--- src/rtl/proc_pkg.sv ---
`default_nettype none
// +--------------------------------------------------------------------+
// | proc_pkg                                                           |
// | Shared sequencer state encoding and instruction phase constants.   |
// | Revision: 1.0                                                      |
// +--------------------------------------------------------------------+
package proc_pkg;

  typedef enum logic [1:0] {
    ST_IDLE   = 2'd0,
    ST_RUN    = 2'd1,
    ST_STEP   = 2'd2,
    ST_HALTED = 2'd3
  } state_e;

  localparam int NUM_PHASES_DEFAULT = 5;

  localparam logic [2:0] PH_FETCH  = 3'd0;
  localparam logic [2:0] PH_DECODE = 3'd1;
  localparam logic [2:0] PH_EXEC   = 3'd2;
  localparam logic [2:0] PH_MEM    = 3'd3;
  localparam logic [2:0] PH_WB     = 3'd4;

endpackage
`default_nettype wire

--- src/rtl/sync_edge_detect.sv ---
`default_nettype none
// +--------------------------------------------------------------------+
// | sync_edge_detect                                                   |
// | Multi-flop synchroniser for an asynchronous level, followed by a   |
// | one-cycle rising-edge pulse.                                       |
// | Revision: 1.0                                                      |
// +--------------------------------------------------------------------+
module sync_edge_detect #(
  parameter int SYNC_STAGES = 2
) (
  input  logic clock,
  input  logic reset,
  input  logic async_i,
  output logic pulse_o
);

  // Fewer than two stages gives no metastability protection, so clamp.
  localparam int STAGES = (SYNC_STAGES < 2) ? 2 : SYNC_STAGES;

  logic [STAGES-1:0] sync_q;
  logic              edge_q;

  always_ff @(posedge clock or posedge reset) begin
    if (reset) begin
      sync_q <= '0;
      edge_q <= 1'b0;
    end else begin
      sync_q <= {sync_q[STAGES-2:0], async_i};
      edge_q <= sync_q[STAGES-1];
    end
  end

  assign pulse_o = sync_q[STAGES-1] & ~edge_q;

endmodule
`default_nettype wire

--- src/rtl/phase_sequencer.sv ---
`default_nettype none
// +--------------------------------------------------------------------+
// | phase_sequencer                                                    |
// | Instruction phase counter with run/step/halt control, one-hot      |
// | phase enables and a saturating completed-instruction counter.      |
// | Revision: 1.0                                                      |
// +--------------------------------------------------------------------+
module phase_sequencer
  import proc_pkg::*;
#(
  parameter int NUM_PHASES  = NUM_PHASES_DEFAULT,
  parameter int SYNC_STAGES = 2,
  parameter int CNT_W       = 32
) (
  input  logic                  clock,
  input  logic                  reset,
  input  logic                  exec,
  input  logic                  step_mode,
  input  logic                  halt,
  output logic [2:0]            phase,
  output logic [NUM_PHASES-1:0] p_en,
  output logic                  running,
  output logic                  halted,
  output logic [CNT_W-1:0]      instr_count
);

  localparam logic [2:0] LAST_PHASE = 3'(NUM_PHASES - 1);

  state_e             state_q, state_d;
  logic [2:0]         phase_q, phase_d;
  logic               stop_req_q, stop_req_d;
  logic               halt_req_q, halt_req_d;
  logic [CNT_W-1:0]   count_q, count_d;
  logic               exec_pulse;
  logic               stop_eff;
  logic               halt_eff;

  sync_edge_detect #(
    .SYNC_STAGES (SYNC_STAGES)
  ) u_exec_sync (
    .clock   (clock),
    .reset   (reset),
    .async_i (exec),
    .pulse_o (exec_pulse)
  );

  always_ff @(posedge clock or posedge reset) begin
    if (reset) begin
      state_q    <= ST_IDLE;
      phase_q    <= '0;
      stop_req_q <= 1'b0;
      halt_req_q <= 1'b0;
      count_q    <= '0;
    end else begin
      state_q    <= state_d;
      phase_q    <= phase_d;
      stop_req_q <= stop_req_d;
      halt_req_q <= halt_req_d;
      count_q    <= count_d;
    end
  end

  // Requests raised in the boundary cycle itself still count at that boundary.
  assign stop_eff = stop_req_q | exec_pulse;
  assign halt_eff = halt_req_q | halt;

  always_comb begin
    state_d    = state_q;
    phase_d    = phase_q;
    stop_req_d = stop_req_q;
    halt_req_d = halt_req_q;
    count_d    = count_q;

    case (state_q)
      ST_IDLE: begin
        phase_d    = PH_FETCH;
        stop_req_d = 1'b0;
        halt_req_d = 1'b0;
        if (exec_pulse) begin
          state_d    = step_mode ? ST_STEP : ST_RUN;
          halt_req_d = halt;
        end
      end

      ST_RUN, ST_STEP: begin
        stop_req_d = stop_eff;
        halt_req_d = halt_eff;
        if (phase_q > LAST_PHASE) begin
          phase_d = PH_FETCH;
        end else if (phase_q == LAST_PHASE) begin
          phase_d    = PH_FETCH;
          stop_req_d = 1'b0;
          halt_req_d = 1'b0;
          if (count_q != '1) begin
            count_d = count_q + CNT_W'(1);
          end
          if (halt_eff) begin
            state_d = ST_HALTED;
          end else if (stop_eff || (state_q == ST_STEP)) begin
            state_d = ST_IDLE;
          end
        end else begin
          phase_d = phase_q + 3'd1;
        end
      end

      ST_HALTED: begin
        phase_d    = PH_FETCH;
        stop_req_d = 1'b0;
        halt_req_d = 1'b0;
        if (exec_pulse) begin
          state_d = ST_IDLE;
        end
      end

      default: begin
        state_d    = ST_IDLE;
        phase_d    = PH_FETCH;
        stop_req_d = 1'b0;
        halt_req_d = 1'b0;
      end
    endcase
  end

  assign phase       = phase_q;
  assign running     = (state_q == ST_RUN) || (state_q == ST_STEP);
  assign halted      = (state_q == ST_HALTED);
  assign instr_count = count_q;
  assign p_en        = running ? (NUM_PHASES'(1) << phase_q) : '0;

endmodule
`default_nettype wire

--- config.mk ---
export PLATFORM = sky130hd
export DESIGN_NAME = phase_sequencer
export DESIGN_NICKNAME = d
export VERILOG_FILES = /design/src/rtl/proc_pkg.sv /design/src/rtl/sync_edge_detect.sv /design/src/rtl/phase_sequencer.sv
export SDC_FILE = /design/constraint.sdc
export NUM_CORES = 1
export LEC_CHECK = 0
export ABC_CLOCK_PERIOD_IN_PS = 4300
export CAP_MARGIN = 20
export CORE_ASPECT_RATIO = 1.25
export CORE_MARGIN = 3
export CORE_UTILIZATION = 39
export CTS_CLUSTER_DIAMETER = 150
export DETAILED_ROUTE_END_ITERATION = 8
export SLEW_MARGIN = 40
export SYNTH_ARGS = -nofsm -noshare
export SYNTH_HDL_FRONTEND = slang
export SYNTH_SLANG_ARGS = --single-unit
--- constraint.sdc ---
create_clock -name clock -period 4.3 [get_ports clock]
set_clock_uncertainty 0.05 [all_clocks]
set_input_delay 0.43 -clock clock [delete_from_list [all_inputs] [get_ports clock]]
set_output_delay 0.43 -clock clock [all_outputs]
set_load 0.1 [all_outputs]
# Word-level counts from Yosys, hierarchy flattened
# Index checks and enable logic that the tools add are counted.
# Widths: inputs -> output; s select.
# word_totals
regBits,42
latch_bits,0
ram_bits,0
romBits,0
in_bits,5
out_inout_bits,42
wordCells,52
memories,0
# classes
n_addsub,2
mul,0
div_mod_pow,0
n_lt_le_gt_ge,1
eq_ne,10
shifts,1
muxes,19
bitwise_logic,5
n_reduce_logical,7
# ops
op,n
$add 32x1->32 const B,1
$ne 32x32->1 const B,1
$mux 2,7
$mux 3,2
$ne 2x2->1 const B,3
$pmux 2 s3,1
$pmux 3 s2,1
$mux 1,5
$mux 5,1
$reduce_and 5->1,1
$shl 1x3->5 const A,1
$eq 2x2->1 const B,2
$reduce_and 4->1,1
$reduce_or 2->1,2
$add 3x1->3 const B,1
$eq 3x3->1 const B,1
$gt 3x3->1 const B,1
$ne 3x3->1 const B,1
$pmux 1 s3,1
$eq 2x1->1 const B,1
$logic_not 2->1,1
$logic_or 1x1->1,2
$ne 2x1->1 const B,1
$not 1->1,2
other kinds (3),4

# Logic depth before layout (Yosys ltp)
# depth
word_depth,9
mapped_depth,8
mapped_depth_nobuf,7

# Hierarchy
# Synthesis repeated with hierarchy kept, for this count alone.
# hier_totals
hier_cells,201
area_unflattened_um2,2115.8
# by_module_without_submodules
mod,n_inst,cells_each,area_each_um2,seq_area_each_um2
phase_sequencer,1,196,2023.2,975.9
sync_edge_detect,1,5,92.6,75.1

# Least setup slack after synthesis
# Ideal clock, no wire load.
# synth_timing
path_type,register -> register
startpoint,reg state_q[1]
endpoint,reg count_q[27] (netlist: instr_count[27])
setup_ns,0.158
arrival_time_ns,2.923
t_required_ns,4.092
setup_slack_ns,1.169
path_stages_with_launch,9
n_path_buf,1
period_less_slack_ns,3.131
path_cell_list,dfrtp_1 > inv_1 > ha_1 > and3_1 > buf_2 > nand2b_1 > a2111oi_4 > nand4_1 > xnor2_1
# synth_via
elab_chain_cells,3
elab_cells_between_ends,4
cone_classes,2 x eq/ne; 2 x reduce/logical
# synth_lines
item,line,source
"start, declared",phase_sequencer.sv:29,"state_e state_q, state_d;"
"start signal, assigned",phase_sequencer.sv:55,state_q <= state_d;
$eq 2x2->1 or $eq 2x1->1 (tied branches),phase_sequencer.sv:74,case (state_q)
$reduce_or 2->1 *,phase_sequencer.sv:74,
$reduce_and 4->1 (no line) *,n/a,
"end signal, assigned",phase_sequencer.sv:59,count_q <= count_d;
"end, declared",phase_sequencer.sv:33,"logic [CNT_W-1:0] count_q, count_d;"
# Mark *: on every way between the ends. The rest lies on a longest branch, timed or not.
# A chain may end at the register's enable or synchronous reset.

# Worst setup path in the final report
# layout_timing
startpoint,reg state_q[1]
endpoint,out p_en[0]
# layout_via
elab_chain_cells,3
elab_cells_between_ends,4
cone_classes,2 x eq/ne; 1 x mux; 1 x reduce/logical
# layout_lines
item,line,source
$eq 2x1->1 or $eq 2x2->1 (tied branches),phase_sequencer.sv:126,assign running = (state_q == ST_RUN) || (state_q == ST_STEP);
$logic_or 1x1->1 *,phase_sequencer.sv:126,
$mux 5 *,phase_sequencer.sv:129,assign p_en = running ? (NUM_PHASES'(1) << phase_q) : '0;
"end, declared",phase_sequencer.sv:21,"output logic [NUM_PHASES-1:0] p_en,"
# Marks and branches as above.

==> results_dict.tcl <==
set metrics [dict create \
    num_vias 1483 \
    slowest_delay_ns 0.42 \
    ys_seq_elements 42 \
    ioPinCount 47 \
    power.switching_fraction_pct 46.6 \
    wl_per_cell_um 13.5 \
    synth_cells 184 \
    worstHoldPathType "flop to flop" \
    first_pass_grt_wire_length_um 6960 \
    grt_pass1_vias 1486 \
    all_layer_gr_usage_pct 13.9 \
    synth.mux.area_fraction_pct 1.67 \
    timing.critical_path.arrival_ns 1.92 \
    synth_top_cell_by_area "dfrtp_1" \
    cts_hold_repair.buffers 0 \
    antenna_left 0 \
    gp_routability_congestion 0.743 \
    floorplan.die.width_um 71.6 \
    ir_drop_mv 0.296 \
    start_util_pct 40.8 \
    via_per_inst 4.98 \
    static-leakage-power_nw 1.30 \
    netlist-cell-type-count 33 \
    worstPathCellList "inv_1, ha_1, nor2b_1, and2_1, buf_2" \
    cts-htree-levels 2 \
    drt-total-wl_um 4020 \
    synth-seq-area-share_pct 50.0 \
    max_slew.worst_pin.slew_ns 0.576 \
    placed_area_um2 2420 \
    internal_power_mw 0.673 \
    synthToLayoutAreaGrowth_pct 19.7 \
    core_area_um2 5150 \
    finalHoldViolCount 0 \
    dr.first_iter.drc_count 36 \
    synth_simple_gate_area_share_pct 23.6 \
    cts.path.max_buffers 2 \
    remaining_drc_errors 0 \
    clk_pin_slew_worst_paths_ns 0.07 \
    worstSetupStartpointType "flop" \
    cap_viol_max_count 0 \
    cts_tree "done" \
    setup_cp_type "flop to output pin" \
    cts_buffers 5 \
    post_synth_main_area_contributors "dfrtp_1, xnor2_1, ha_1" \
    critical_path.slowest_cell "ha_1" \
    final_design_area_no_fill_um2 2510 \
    rsz0062_at_grt "no" \
    layout_worst_path_cycle_share_pct 55.9 \
    fmax_mhz 416 \
    drive_gt1_share_pct 24.6 \
    mean_syn_cell_area_um2 11.4 \
    setup_slack_ns 1.90 \
    antenna_found_initial 0 \
    fp.dieArea_um2 6310 \
    first_pass_iters 4 \
    final_nets 249 \
    sequentialPowerShare_pct 36.0 \
    synth-adder-area-share_pct 5.36 \
    fp_rows 29 \
    run_status "finished, final reports clean" \
    finish.utilization_pct 48.8 \
    port-buffer-count 46 \
    power_per_cell_area_nw_per_um2 501 \
    maximum_number_of_pins_on_one_net_before_global_route_repair 43 \
    proportion_of_power_drawn_by_combinational_gates_pct 43.6 \
    setup-violations-final 0 \
    cts_setup_buffers 0 \
    required_ns 3.82 \
    synth.cell_area_um2 2100 \
    synth-compound-area-share_pct 3.93 \
    synth-warning-count 0 \
    commonest_non_fill_non_tap_cells_in_the_layout "dfrtp_1, buf_2, xnor2_1" \
    synth_fp_nets 198 \
    cts-root-buf "clkbuf_8" \
    cts_resized 0 \
    synth_xor_area_share_pct 12.9 \
    report.final.slew_viol_count 0 \
    fin_hold_ws_ns 0.301 \
    crit_path_capture_type "output pin" \
    clk-insertion-delay-late_ns 0.29 \
    critPathMaxFanout 9 \
    timing.slew.headroom_pct 61.5 \
    placement.setup.worst_slack_ns 1.99 \
    post-route-min-period_ns 2.40 \
    dpl.hpwl_um 2890 \
    setup_tns_ns 0 \
    power.net_switching_mw 0.587 \
    part_of_the_total_power_dissipated_in_the_clock_network_pct 20.4 \
    fp.dieH_um 88.1 \
    largest_family_of_logic_cells_by_synthesized_area "simple AND/OR/NAND/NOR gates" \
    cts_num_sinks 42 \
    n_antenna_cell 0 \
    synth_top_area_share_pct 50.0 \
    gr_ovfl_total 0 \
]
[stage by stage]
stage / total power, mW / std cells
3_3_place_gp: 1.05 / 290
6_report: 1.26 / 298
4_1_cts: 1.28 / 298
3_5_place_dp: 1.02 / 290
5_1_grt: 1.33 / 298
2_1_floorplan: 0.934 / 184
[worst max-delay path, delay by kind of cell (launching register included)]
family,cells,cell delay (ns)
buffers and inverters,2,0.47
adders and majority gates,1,0.42
DFF,1,0.37
and+or+nand+nor,2,0.37
[path summary, 6_finish.rpt]
kind                       slack [ns]                    end             startpoint  depth (start not counted)
min                              0.30  u_exec_sync.sync_q[1]  u_exec_sync.sync_q[0]                          0
min reg2reg                      0.30  u_exec_sync.sync_q[1]  u_exec_sync.sync_q[0]                          0
max reg2reg                      1.99        instr_count[23]             state_q[1]                          6
min in group asynchronous        0.52        instr_count[23]                  reset                          3
max                              1.90                p_en[0]             state_q[1]                          5
max in group asynchronous        3.32        instr_count[26]                  reset                          3
[cell usage after synthesis (all sizes together)]
master	count
dfrtp	42
xnor2	24
nor2	15
nand2	14
nand4	12
ha	9
inv	8
nand3	8
and2	7
and4	7
xor2	7
and3	6
a21oi	3
buf	3
mux2i	2
nand2b	2
nand3b	2
nor2b	2
a2111oi	1
a21boi	1
a311oi	1
a32o	1
mux2	1
nand4b	1
nor3	1
nor3b	1
nor4	1
nor4b	1
o211a	1
[state kept, by name (all words and copies together) (netlist names)]
name	flops
halt_req_q	1
instr_count	32
phase	3
state_q	2
stop_req_q	1
u_exec_sync.edge_q	1
u_exec_sync.sync_q	2
[kinds of logic (layout without fill, tap and decap cells)]
group | after synthesis | in the layout
xor+xnor | 31 | 31
compound gates | 8 | 8
simple gates | 80 | 80
mux | 3 | 3
flops | 42 | 42
buf+inv | 11 | 63
fa+ha+maj | 9 | 9
[layer usage]
layer / GRT usage [%] / up-vias / wire, µm
met2: 22.8 / 37 / 1870
met5: 0 / - / 0
met3: 3.79 / 4 / 232
met1: 17.8 / 709 / 1880
met4: 4.10 / 0 / 42
li1: - / 733 / -
[area by class of cell]
cell class / instances / area [µm²]
fillers: 523 / 2640
flip-flops and latches: 42 / 1050
multi-input cells: 131 / 1010
repair buffers: 47 / 258
clock buffers: 7 / 86.3
well taps: 62 / 77.6
inverters: 8 / 30.0
clock inverters: 1 / 5.00
[power by group through the flow]
stage,clock (mW),combinational [mW],sequential (mW)
after floorplan,0,0.369,0.565
final,0.257,0.549,0.454
after detailed placement,0,0.552,0.463
after global placement,0,0.591,0.462
after global routing,0.284,0.586,0.461
after CTS,0.267,0.554,0.455
No activity file was read; power rests on OpenSTA's default activity.
